File: config.mk
export PLATFORM = sky130hd
export DESIGN_NAME = ps2_scan_receiver
export DESIGN_NICKNAME = d
export VERILOG_FILES = /design/src/rtl/ps2_pkg.sv /design/src/rtl/ps2_line_filter.sv /design/src/rtl/ps2_scan_receiver.sv
export SDC_FILE = /design/constraint.sdc
export NUM_CORES = 1
export LEC_CHECK = 0
export BUFFER_PORTS_ARGS = -buffer_cell sky130_fd_sc_hd__buf_4
export CAP_MARGIN = 40
export CORE_ASPECT_RATIO = 1.4
export CORE_MARGIN = 1.5
export CORE_UTILIZATION = 39
export DETAILED_ROUTE_END_ITERATION = 7
export GPL_TIMING_DRIVEN = 0
export PLACE_DENSITY = 0.65
export SYNTH_ARGS = -nofsm -noshare
export SYNTH_HDL_FRONTEND = slang
export SYNTH_SLANG_ARGS = --single-unit
export TNS_END_PERCENT = 10
File: constraint.sdc
create_clock -name i_clk -period 6.8 [get_ports i_clk]
set_input_delay 1.36 -clock i_clk [delete_from_list [all_inputs] [get_ports i_clk]]
set_output_delay 1.36 -clock i_clk [all_outputs]
set_load 0.005 [all_outputs]
File: src/rtl/ps2_pkg.sv
// Shared types and constants for the PS/2 scan-code receiver.
package ps2_pkg;

    typedef enum logic [1:0] {
        IDLE,
        DATA,
        PARITY,
        STOP
    } ps2_state_e;

    localparam logic [7:0]  PS2_EXT_PREFIX = 8'hE0;
    localparam logic [7:0]  PS2_BRK_PREFIX = 8'hF0;
    localparam int unsigned PS2_FRAME_BITS = 11;

    // PS/2 uses odd parity over the 8 data bits plus the parity bit.
    function automatic logic ps2_parity_ok(input logic [7:0] data, input logic par);
        return ^{data, par};
    endfunction

endpackage

File: src/rtl/ps2_line_filter.sv
// Two-flop synchroniser and saturating glitch filter for one PS/2 line, with a
// registered one-cycle strobe on each filtered falling edge.
module ps2_line_filter #(
    parameter int unsigned FILTER_LEN = 8
) (
    input  logic i_clk,
    input  logic i_rst_n,
    input  logic i_line,
    output logic o_level,
    output logic o_fall
);

    localparam int unsigned CW = (FILTER_LEN > 1) ? $clog2(FILTER_LEN + 1) : 1;

    logic [1:0]    r_sync;
    logic [CW-1:0] r_cnt;
    logic          r_level;
    logic          r_level_dly;
    logic          r_fall;
    logic [CW-1:0] w_cnt_next;
    logic          w_level_next;

    always_comb begin
        w_level_next = r_level;
        w_cnt_next   = '0;
        // Count only consecutive samples that disagree with the current level.
        if (r_sync[1] != r_level) begin
            if (r_cnt == CW'(FILTER_LEN - 1)) begin
                w_level_next = r_sync[1];
            end else begin
                w_cnt_next = r_cnt + CW'(1);
            end
        end
    end

    always_ff @(posedge i_clk or negedge i_rst_n) begin
        if (!i_rst_n) begin
            r_sync      <= 2'b11;
            r_cnt       <= '0;
            r_level     <= 1'b1;
            r_level_dly <= 1'b1;
            r_fall      <= 1'b0;
        end else begin
            r_sync      <= {r_sync[0], i_line};
            r_cnt       <= w_cnt_next;
            r_level     <= w_level_next;
            r_level_dly <= r_level;
            r_fall      <= r_level_dly & ~r_level;
        end
    end

    assign o_level = r_level;
    assign o_fall  = r_fall;

endmodule

File: src/rtl/ps2_scan_receiver.sv
// PS/2 device-to-host frame receiver producing validated scan codes with E0/F0 flags.
// Define PS2_BREAK_FILTER_EN to drop break events so only presses reach the output.
module ps2_scan_receiver
    import ps2_pkg::*;
#(
    parameter int unsigned FILTER_LEN     = 8,
    parameter int unsigned TIMEOUT_CYCLES = 200000
) (
    input  logic       i_clk,
    input  logic       i_rst_n,
    input  logic       i_kb_clk,
    input  logic       i_kb_data,
    output logic [7:0] o_sc,
    output logic       o_sc_valid,
    output logic       o_is_break,
    output logic       o_is_ext,
    output logic       o_frame_err
);

    localparam int unsigned TW = (TIMEOUT_CYCLES > 1) ? $clog2(TIMEOUT_CYCLES) : 1;

    logic          w_clk_fall;
    logic          w_clk_level_unused;
    logic          w_data;
    logic          w_data_fall_unused;

    ps2_state_e    r_state, w_state_next;
    logic [2:0]    r_bit_cnt, w_bit_cnt_next;
    logic [7:0]    r_shift, w_shift_next;
    logic          r_parity, w_parity_next;
    logic [TW-1:0] r_to, w_to_next;
    logic          r_ext, w_ext_next;
    logic          r_brk, w_brk_next;
    logic [7:0]    r_sc, w_sc_next;
    logic          r_sc_valid, w_sc_valid_next;
    logic          r_is_break, w_is_break_next;
    logic          r_is_ext, w_is_ext_next;
    logic          r_frame_err, w_frame_err_next;
    logic          w_timeout;

    ps2_line_filter #(
        .FILTER_LEN(FILTER_LEN)
    ) u_clk_filter (
        .i_clk   (i_clk),
        .i_rst_n (i_rst_n),
        .i_line  (i_kb_clk),
        .o_level (w_clk_level_unused),
        .o_fall  (w_clk_fall)
    );

    ps2_line_filter #(
        .FILTER_LEN(FILTER_LEN)
    ) u_data_filter (
        .i_clk   (i_clk),
        .i_rst_n (i_rst_n),
        .i_line  (i_kb_data),
        .o_level (w_data),
        .o_fall  (w_data_fall_unused)
    );

    always_comb begin
        w_state_next     = r_state;
        w_bit_cnt_next   = r_bit_cnt;
        w_shift_next     = r_shift;
        w_parity_next    = r_parity;
        w_ext_next       = r_ext;
        w_brk_next       = r_brk;
        w_sc_next        = r_sc;
        w_is_break_next  = r_is_break;
        w_is_ext_next    = r_is_ext;
        w_sc_valid_next  = 1'b0;
        w_frame_err_next = 1'b0;
        // A strobe in the same cycle as expiry wins, so expiry excludes it.
        w_timeout = (r_state != IDLE) && !w_clk_fall && (r_to == TW'(TIMEOUT_CYCLES - 1));
        w_to_next = ((r_state == IDLE) || w_clk_fall) ? '0 : r_to + TW'(1);

        if (w_timeout) begin
            w_state_next     = IDLE;
            w_frame_err_next = 1'b1;
            w_ext_next       = 1'b0;
            w_brk_next       = 1'b0;
            w_to_next        = '0;
        end else if (w_clk_fall) begin
            unique case (r_state)
                IDLE: begin
                    if (!w_data) begin
                        w_state_next   = DATA;
                        w_bit_cnt_next = 3'd0;
                    end else begin
                        w_frame_err_next = 1'b1;
                        w_ext_next       = 1'b0;
                        w_brk_next       = 1'b0;
                    end
                end
                DATA: begin
                    w_shift_next   = {w_data, r_shift[7:1]};
                    w_bit_cnt_next = r_bit_cnt + 3'd1;
                    if (r_bit_cnt == 3'd7) begin
                        w_state_next = PARITY;
                    end
                end
                PARITY: begin
                    w_parity_next = w_data;
                    w_state_next  = STOP;
                end
                STOP: begin
                    w_state_next = IDLE;
                    if (w_data && ps2_parity_ok(r_shift, r_parity)) begin
                        if (r_shift == PS2_EXT_PREFIX) begin
                            w_ext_next = 1'b1;
                        end else if (r_shift == PS2_BRK_PREFIX) begin
                            w_brk_next = 1'b1;
                        end else begin
                            w_ext_next = 1'b0;
                            w_brk_next = 1'b0;
`ifdef PS2_BREAK_FILTER_EN
                            if (!r_brk) begin
                                w_sc_next       = r_shift;
                                w_is_ext_next   = r_ext;
                                w_is_break_next = 1'b0;
                                w_sc_valid_next = 1'b1;
                            end
`else
                            w_sc_next       = r_shift;
                            w_is_ext_next   = r_ext;
                            w_is_break_next = r_brk;
                            w_sc_valid_next = 1'b1;
`endif
                        end
                    end else begin
                        w_frame_err_next = 1'b1;
                        w_ext_next       = 1'b0;
                        w_brk_next       = 1'b0;
                    end
                end
                default: w_state_next = IDLE;
            endcase
        end
    end

    always_ff @(posedge i_clk or negedge i_rst_n) begin
        if (!i_rst_n) begin
            r_state     <= IDLE;
            r_bit_cnt   <= 3'd0;
            r_shift     <= 8'h00;
            r_parity    <= 1'b0;
            r_to        <= '0;
            r_ext       <= 1'b0;
            r_brk       <= 1'b0;
            r_sc        <= 8'h00;
            r_sc_valid  <= 1'b0;
            r_is_break  <= 1'b0;
            r_is_ext    <= 1'b0;
            r_frame_err <= 1'b0;
        end else begin
            r_state     <= w_state_next;
            r_bit_cnt   <= w_bit_cnt_next;
            r_shift     <= w_shift_next;
            r_parity    <= w_parity_next;
            r_to        <= w_to_next;
            r_ext       <= w_ext_next;
            r_brk       <= w_brk_next;
            r_sc        <= w_sc_next;
            r_sc_valid  <= w_sc_valid_next;
            r_is_break  <= w_is_break_next;
            r_is_ext    <= w_is_ext_next;
            r_frame_err <= w_frame_err_next;
        end
    end

    assign o_sc        = r_sc;
    assign o_sc_valid  = r_sc_valid;
    assign o_is_break  = r_is_break;
    assign o_is_ext    = r_is_ext;
    assign o_frame_err = r_frame_err;

endmodule
==> flow_summary.ini, run 1 <==
[status]
status = finished, final reports clean

[final_layout]
final_util_pct = 45.71
drive_above_1_share_pct = 26.52
syn2layout_area_growth_pct = 13.94
diodes = 0
final_nets = 287
finalNonFillerCells = 376
num-fill-cells = 681

[timing]
period_share_pct = 34.84
fmax_mhz = 422.2
slew_headroom_pct = 49.27
worst_pin_slew_ns = 0.7609
timing.hold.ws_ns = 0.3542
slew_violations = 0
fin_crit_ns = 2.369
rsz0062_at_grt = no
finalHoldViolations = 0
worst_clock_skew_ns = 0.01128
setup-violations-final = 0
fin_tns_setup_ns = 0

[floorplan]
start_util_pct = 40.12
die-area_mm2 = 0.008110
ios = 16
coreArea_mm2 = 0.007361
rows = 37
die_h_um = 106.0
dieWidth_um = 76.54

[synthesis]
syn-num-nets = 261
yosys_warnings = 0
synthXorXnorAreaFrac_pct = 8.771
ys_seq_elements = 62
synth_compound_area_share_pct = 4.449
synth_mux_area_share_pct = 9.492
synthSimpleGateAreaFrac_pct = 17.16
synth_fa_ha_area_share_pct = 3.814
ys_top_cells_by_area = dfrtp_1 47%, dfstp_2 6.2%, xnor2_1 5.3%
yosysMostFrequentCell = dfrtp_1
ys.flop_type = dfrtp_1
synth_top_area_share_pct = 46.61
ys_async_sr_fraction_pct = 100.0
synth_area_mm2 = 0.002953
synth_edf_count = 0
yosysSeqAreaShare_pct = 52.84
synth.distinct_cells = 45
synth_area_leader_cell = dfrtp_1
yosys-top-cells-count = 55 x dfrtp_1, 28 x nor2_1, 18 x xnor2_1, 12 x mux2_2, 12 x nand3_1
synth_top_family_by_area = simple AND/OR/NAND/NOR gates
postSynthCellCount = 248
synth.avg_cell_area_um2 = 11.91

[worst_setup_path]
cp_data_required_time_ns = 7.01
path_max_fanout = 10
endpoint_kind = flop
r2r_slack_ns = 4.43
startpoint_type = flop
arrival_ns = 2.58
path_class = flop to flop

[cts]
insertion_delay_ns = 0.34
htreeDepth = 3
path_clk_slew_ns = 0.07
cts_resized = 0
cts-root-buf = clkbuf_8
clock_sinks = 62
numCtsBuffers = 9
cts-hold-fix-buffers = 0
cts_max_path_buffers = 2
tritoncts = done
cts_setup_buffers = 0

[grt]
grt_pass1_wl_um = 8832
grt_antenna_before_repair = 0
grt_overflow = 0
grt_pass1_vias = 1924
grt_max_degree = 63
grt.total_usage_pct = 13.82

[route]
drcViolationCount = 0
drt_pre_antenna_iters = 4
vias_per_cell = 4.949
drt_iter0_drc = 67
wire_per_inst_um = 13.13
antenna_left = 0
drt_wl_total_um = 4937
vias = 1861

[placed_design]
dp_cells = 360
port_buffers = 15
place_congestion = 0.7547
dp_hpwl_um = 3360

[power_and_ir_drop]
power.total_w = 0.001006
switching_power_w = 0.0003243
p_leak_nw = 1.520
switching_share_pct = 32.23
clockPowerShare_pct = 29.0
comb_power_share_pct = 25.1
p_int_w = 0.0006820
p_per_area_mw_per_mm2 = 299.1
vdd_drop_max_mv = 0.1649
power_frac_seq_pct = 45.9

[run]
cap_violations = 0

[worst_hold_path]
hold_path_class = flop to flop
==> kinds of logic (layout without fill, tap and decap cells) <==
group	count (synthesis)	in the layout
adder cells (fa/ha/maj)	9	9
flip-flops	62	62
XOR/XNOR	27	27
multiplexers	22	22
AND/OR/NAND/NOR	89	89
AO/OA/AOI/OAI	22	22
buffers and inverters	17	48
==> registers in the layout (all words and copies together) (netlist names), 2 cells and up <==
signal / cells
u_data_filter.r_sync: 2
r_to: 18
u_data_filter.r_cnt: 4
u_clk_filter.r_sync: 2
o_sc: 8
r_shift: 8
u_clk_filter.r_cnt: 4
r_bit_cnt: 3
r_state: 2
==> layout by cell type, fill, tap and decap left out, types with 9 or more instances in the layout <==
master and instances:
dfrtp_1 55, nor2_1 28, xnor2_1 18, buf_4 15
nand3_1 12, mux2_2 12, nand2_1 11, clkbuf_8 11
inv_1 10, a21oi_1 10, nor3_1 9, mux2_4 9
ha_1 9
==> power by group through the flow <==
stage	clock, W	sequential, W	combinational [W]
2_1_floorplan	0	0.000460	0.000203
3_3_place_gp	0	0.000468	0.000251
3_5_place_dp	0	0.000469	0.000257
4_1_cts	0.000299	0.000463	0.000259
5_1_grt	0.000321	0.000470	0.000289
6_report	0.000292	0.000462	0.000252
==> worst max-delay path, stage by stage, from the launching register on <==
cell and delay [ns]:
dfrtp_1 0.39, inv_1 0.09, ha_1 0.19, buf_6 0.15
nor2_8 0.13, or4b_4 0.50, nor3_4 0.25, nor4_4 0.08
buf_6 0.17, mux2_4 0.30
==> through the flow <==
step | instance area [µm²] | worst slack [ns]
floorplan | 2953 | 4.572
global route | 3364 | 4.326
global placement | 3187 | 4.460
finish | 3364 | 4.431
CTS | 3364 | 4.429
detailed placement | 3187 | 4.443
==> path summary, 6_finish.rpt <==
check	from	end	cells after the start
max in group asynchronous	i_rst_n	r_to[9]$_DFF_PN0_	1
hold / removal	u_clk_filter.r_sync[0]$_DFF_PN1_	u_clk_filter.r_sync[1]$_DFF_PN1_	0
min in group asynchronous	i_rst_n	o_frame_err$_DFF_PN0_	1
setup reg to reg	r_state[1]$_DFFE_PN0P_	o_is_break$_DFFE_PN0P_	9
hold reg to reg	u_clk_filter.r_sync[0]$_DFF_PN1_	u_clk_filter.r_sync[1]$_DFF_PN1_	0
setup / recovery	r_state[1]$_DFFE_PN0P_	o_is_break$_DFFE_PN0P_	9
==> layout make-up <==
type | count | area, µm² | area share [%]
multi-input combinational | 169 | 1290 | 38.34
clock buffer | 12 | 155.1 | 4.611
inverter | 10 | 37.54 | 1.116
buffer | 7 | 65.06 | 1.934
sequential | 62 | 1560 | 46.37
tap | 97 | 121.4 | 3.607
timing repair buffer | 15 | 112.6 | 3.347
clock inverter | 4 | 22.52 | 0.6694
==> layer usage <==
metal,global-route usage [%],wire [µm]
met4,5.159,70
met5,0,0
met3,3.605,133
met2,24.17,2619
met1,16.21,2113
Note: power is estimated with default switching activity, not from simulation.
==> run 2, diff against run 1 <==
==> constraint.sdc (replaced) <==
create_clock -name i_clk -period 2.44 [get_ports i_clk]
set_input_delay 0.488 -clock i_clk [delete_from_list [all_inputs] [get_ports i_clk]]
set_output_delay 0.488 -clock i_clk [all_outputs]
set_load 0.005 [all_outputs]
==> run 2 against run 1 <==
- combinational power rose to 2.8 times the previous value
- clock skew about the same
- core utilization unchanged
- clock power grew to 2.8 times the previous value
- setup slack got worse by 4.3 ns
- die area stayed put
- clock-buffer cell count unchanged
- worst hold slack lost 0.14 ns
- sequential share of layout area did not move
- global-route usage did not move
- largest power group unchanged
- highest routed layer unchanged
==> flow_summary.ini, run 2 (synthesis results as in run 1) <==
[timing]
worst_clock_skew_ns = 0.01127
slew_violations = 0
fin_tns_setup_ns = 0
rsz0062_at_grt = no
timing.hold.ws_ns = 0.2135
period_share_pct = 94.38
finalHoldViolations = 0
fin_ws_ns = 0.1371
fmax_mhz = 434.2
worst_pin_slew_ns = 0.7611
slew_headroom_pct = 49.26
fin_crit_ns = 2.303
setup-violations-final = 0

[route]
drcViolationCount = 0
vias_per_cell = 4.955
drt_iter0_drc = 112
antenna_left = 0
vias = 1863
drt_wl_total_um = 4933
wire_per_inst_um = 13.12
drt_pre_antenna_iters = 4

[final_layout]
final_common_cell = dfrtp_1
multi_input_area_mm2 = 0.001290
top_register = r_to
drive_above_1_share_pct = 26.52
syn2layout_area_growth_pct = 13.94
num-fill-cells = 681
final_nets = 287
largest_reg_flops = 18
design_area_mm2 = 0.003364
diodes = 0
layout_common_cells = 55 x dfrtp_1, 28 x nor2_1, 18 x xnor2_1
register_area_mm2 = 0.001560

[worst_setup_path]
r2r_slack_ns = 0.14
path_buf_inv = 3
path_cells = inv_1 > ha_1 > buf_6 > nor2_8 > or4b_4 > nor3_4 > nor4_4 > buf_6 > mux2_4
reg2reg_from = r_state[1]$_DFFE_PN0P_
slowest_stage = or4b_4
startpoint_type = flop
crit_start = r_state[1]$_DFFE_PN0P_
cp_data_required_time_ns = 2.65
worstReg2RegEnd = o_is_break$_DFFE_PN0P_
reg2reg_depth = 9
slowest_delay_ns = 0.50
path_class = flop to flop
arrival_ns = 2.52
crit_top_cell = buf_6
path_max_fanout = 10
cp_top_family = simple AND/OR/NAND/NOR gates
endpoint_kind = flop

[cts]
numCtsBuffers = 9
cts_resized = 0
htreeDepth = 3
insertion_delay_ns = 0.34
cts_max_path_buffers = 2
tritoncts = done
cts-root-buf = clkbuf_8
clock_sinks = 62
cts-hold-fix-buffers = 0
path_clk_slew_ns = 0.07
cts_setup_buffers = 0

[floorplan]
ios = 16
die_h_um = 106.0
die-area_mm2 = 0.008110
start_util_pct = 40.12
coreArea_mm2 = 0.007361
dieWidth_um = 76.54
rows = 37

[worst_hold_path]
hold_path_class = input port to asynchronous set/reset pin

[power_and_ir_drop]
p_per_area_mw_per_mm2 = 833.5
p_leak_nw = 1.520
vdd_drop_max_mv = 0.4594
power.total_w = 0.002804

[grt]
grt.total_usage_pct = 13.82
grt_antenna_before_repair = 0
grt_overflow = 0
grt_pass1_wl_um = 8832
grt_max_degree = 63
grt_pass1_vias = 1924

[status]
status = finished, final reports clean

[placed_design]
port_buffers = 15
placed_cell_area_mm2 = 0.003187
dp_hpwl_um = 3360
place_congestion = 0.7547
pre_cts_ws_ns = 0.08347

[run]
cap_violations = 0
## run 2: through the flow
step,util [%],std cells
finish,45.71,376
global route,45.71,376
CTS,45.71,376
detailed placement,43.29,360
global placement,43.29,360
floorplan,-,248
## run 2: worst max-delay path by stage
stage	to	slack, ns	cells after the start
after global routing	r_to[16]$_DFF_PN0_	0.03	9
after global placement	o_is_break$_DFFE_PN0P_	0.1	9
after floorplan	o_is_break$_DFFE_PN0P_	0.21	9
after CTS	o_sc[5]$_DFFE_PN0P_	0.07	9
after detailed placement	o_is_break$_DFFE_PN0P_	0.08	9
final	o_is_break$_DFFE_PN0P_	0.14	9
## run 2: area by class of cell
class	instances	area share [%]
Multi-Input combinational cell	169	38.34
Tap cell	97	3.607
Inverter	10	1.116
Buffer	7	1.934
Clock inverter	4	0.6694
Sequential cell	62	46.37
Timing Repair Buffer	15	3.347
Clock buffer	12	4.611
## run 2: power breakdown
part           switching, W  total (W)  internal (W)
logic              0.000395   0.000703      0.000308
clock network      0.000394   0.000813      0.000419
registers          0.000115    0.00129       0.00117
## run 2: worst reg2reg max path: cells and delay by family (launching register included)
family                     cells  cell delay, ns
adders and majority gates      1            0.19
DFF                            1            0.39
muxes                          1            0.30
and+or+nand+nor                4            0.90
buffers and inverters          3            0.41
## run 2: routing by layer
layer	up-vias	wire, µm	track usage (%)	part of all wire (%)
li1	907	-	-	-
met1	931	2102	16.21	43
met2	17	2626	24.17	53
met3	8	132	3.605	2.7
met4	0	72	5.159	1.5
met5	-	0	0	0
==> run 3, diff against run 2 <==
--- a/config.mk
+++ b/config.mk
@@ -9,10 +9,10 @@
 export CAP_MARGIN = 40
 export CORE_ASPECT_RATIO = 1.4
 export CORE_MARGIN = 1.5
-export CORE_UTILIZATION = 39
+export CORE_UTILIZATION = 60
 export DETAILED_ROUTE_END_ITERATION = 7
 export GPL_TIMING_DRIVEN = 0
-export PLACE_DENSITY = 0.65
+export PLACE_DENSITY = 0.88
 export SYNTH_ARGS = -nofsm -noshare
 export SYNTH_HDL_FRONTEND = slang
 export SYNTH_SLANG_ARGS = --single-unit
==> constraint.sdc (replaced) <==
create_clock -name i_clk -period 2.79 [get_ports i_clk]
set_input_delay 0.558 -clock i_clk [delete_from_list [all_inputs] [get_ports i_clk]]
set_output_delay 0.558 -clock i_clk [all_outputs]
set_load 0.005 [all_outputs]
==> run 3 against run 2 <==
- design area grew 0.82%
- worst hold slack gained 0.054 ns
- sequential share of layout area shrank 0.38 points
- die area shrank 34%
- largest power group unchanged
- core utilization grew 25 points
- flip-flop and latch count is the same
- highest routed layer unchanged
- clock power grew 19%
- wire length grew 7.5%
- critical path type unchanged
- first-iteration DRC count shrank 13%
- register-to-register slack gained 0.25 ns
- global-route usage grew 8.4 points
==> flow_summary.ini, run 3 (synthesis results as in run 1) <==
[final_layout]
syn2layout_area_growth_pct = 14.87
design_area_mm2 = 0.003392
largest_reg_flops = 18
final_common_cell = dfrtp_1
drive_above_1_share_pct = 26.88
final_nets = 287
top_register = r_to
diodes = 0
num-fill-cells = 353
final_util_pct = 70.60
layout_common_cells = 55 x dfrtp_1, 28 x nor2_1, 18 x xnor2_1

[route]
drt_pre_antenna_iters = 4
drt_iter0_drc = 97
wire_per_inst_um = 15.46
antenna_left = 0
drcViolationCount = 0
drt_wl_total_um = 5304
vias_per_cell = 5.586
vias = 1916

[floorplan]
dieWidth_um = 62.29
die_h_um = 86.01
die-area_mm2 = 0.005357
ios = 16
coreArea_mm2 = 0.004805
start_util_pct = 61.46
rows = 30

[worst_setup_path]
startpoint_type = flop
path_max_fanout = 10
reg2reg_depth = 9
cp_top_family = simple AND/OR/NAND/NOR gates
r2r_slack_ns = 0.39
crit_start = r_state[0]$_DFFE_PN0P_
worstReg2RegEnd = o_sc[3]$_DFFE_PN0P_
path_buf_inv = 3
path_cells = inv_1 > ha_1 > buf_6 > nor2_8 > or4b_4 > nor3_4 > nor4_4 > buf_6 > mux2_4
setup.worst_path.end = o_sc[3]$_DFFE_PN0P_
slowest_delay_ns = 0.50
crit_top_cell = buf_6
arrival_ns = 2.63
reg2reg_from = r_state[0]$_DFFE_PN0P_
path_class = flop to flop
cp_num_cells = 9
slowest_stage = or4b_4
endpoint_kind = flop
cp_data_required_time_ns = 3.02

[grt]
grt_overflow = 0
grt_pass1_vias = 1944
grt_max_degree = 63
grt_antenna_before_repair = 0
grt_pass1_wl_um = 8990
grt.total_usage_pct = 22.23

[power_and_ir_drop]
p_per_area_mw_per_mm2 = 802.8
p_leak_nw = 1.554
clockPowerShare_pct = 35.5
p_int_w = 0.001912
power_frac_seq_pct = 41.6
switching_share_pct = 29.78
power.total_w = 0.002723
vdd_drop_max_mv = 0.6016
comb_power_share_pct = 23.0
switching_power_w = 0.0008110

[timing]
finalHoldViolations = 0
setup-violations-final = 0
fin_tns_setup_ns = 0
timing.hold.ws_ns = 0.2676
fmax_mhz = 416.7
fin_crit_ns = 2.400
period_share_pct = 86.02
worst_pin_slew_ns = 0.7363
rsz0062_at_grt = no
slew_violations = 0
worst_clock_skew_ns = 0.007664
slew_headroom_pct = 50.91

[placed_design]
port_buffers = 15
place_congestion = 0.8600
dp_hpwl_um = 3569
placed_cell_area_mm2 = 0.003146

[cts]
cts-root-buf = clkbuf_8
cts_resized = 0
clock_sinks = 62
path_clk_slew_ns = 0.07
numCtsBuffers = 9
insertion_delay_ns = 0.35
htreeDepth = 3
tritoncts = done
cts-hold-fix-buffers = 0
cts_setup_buffers = 0
cts_max_path_buffers = 2

[status]
status = finished, final reports clean

[run]
cap_violations = 0

[worst_hold_path]
hold_path_class = input port to asynchronous set/reset pin
run 3: changes by cell type in the layout (fill, tap and decap cells not counted), sizes merged:
cell and delta:
clkbuf -2, bufinv +3, clkinvlp -1
run 3: per-layer routing:
metal / routed length, µm / global-route usage (%) / up-vias
li1: - / - / 906
met1: 2073 / 23.60 / 961
met2: 2903 / 39.33 / 31
met3: 167 / 6.693 / 18
met4: 159 / 12.73 / 0
met5: 0 / 0 / -
run 3: per-stage QoR:
| step | worst slack [ns] | cells |
|---|---|---|
| CTS | 0.3794 | 343 |
| detailed placement | 0.4163 | 327 |
| global placement | 0.4517 | 327 |
| finish | 0.3900 | 343 |
| floorplan | 0.5624 | 248 |
| global route | 0.2519 | 343 |
run 3: power by group through the flow:
stage / sequential, W / combinational [W] / clock (W)
after floorplan: 0.00112 / 0.000496 / 0
after global placement: 0.00114 / 0.000596 / 0
after detailed placement: 0.00114 / 0.000621 / 0
after CTS: 0.00113 / 0.000634 / 0.000982
after global routing: 0.00115 / 0.000700 / 0.00103
final: 0.00113 / 0.000626 / 0.000966
run 3: how the worst min path moves through the flow:
stage                     cells past startpoint                               from                           endpoint
after floorplan                               0                            i_rst_n              o_frame_err$_DFF_PN0_
after global routing                          1                          i_kb_data  u_data_filter.r_sync[0]$_DFF_PN1_
final                                         1                            i_rst_n             r_shift[6]$_DFFE_PN0P_
after CTS                                     1                            i_rst_n             r_shift[6]$_DFFE_PN0P_
after global placement                        0   u_clk_filter.r_sync[0]$_DFF_PN1_   u_clk_filter.r_sync[1]$_DFF_PN1_
after detailed placement                      0  u_data_filter.r_sync[0]$_DFF_PN1_  u_data_filter.r_sync[1]$_DFF_PN1_
run 3: final cells by class:
| type | instances | area [µm²] | area share (%) |
|---|---|---|---|
| inverter | 10 | 37.54 | 1.107 |
| tap | 64 | 80.08 | 2.361 |
| sequential | 62 | 1560 | 46.00 |
| buffer | 7 | 65.06 | 1.918 |
| multi-input combinational | 169 | 1290 | 38.03 |
| clock buffer | 10 | 137.6 | 4.058 |
| timing repair buffer | 15 | 112.6 | 3.320 |
| clock inverter | 6 | 108.9 | 3.209 |
run 3: worst reg2reg max path: cells and delay by family (launching register included):
family	cells	cell delay, ns
adders and majority gates	1	0.22
buffers and inverters	3	0.41
DFF	1	0.38
muxes	1	0.31
and+or+nand+nor	4	0.96
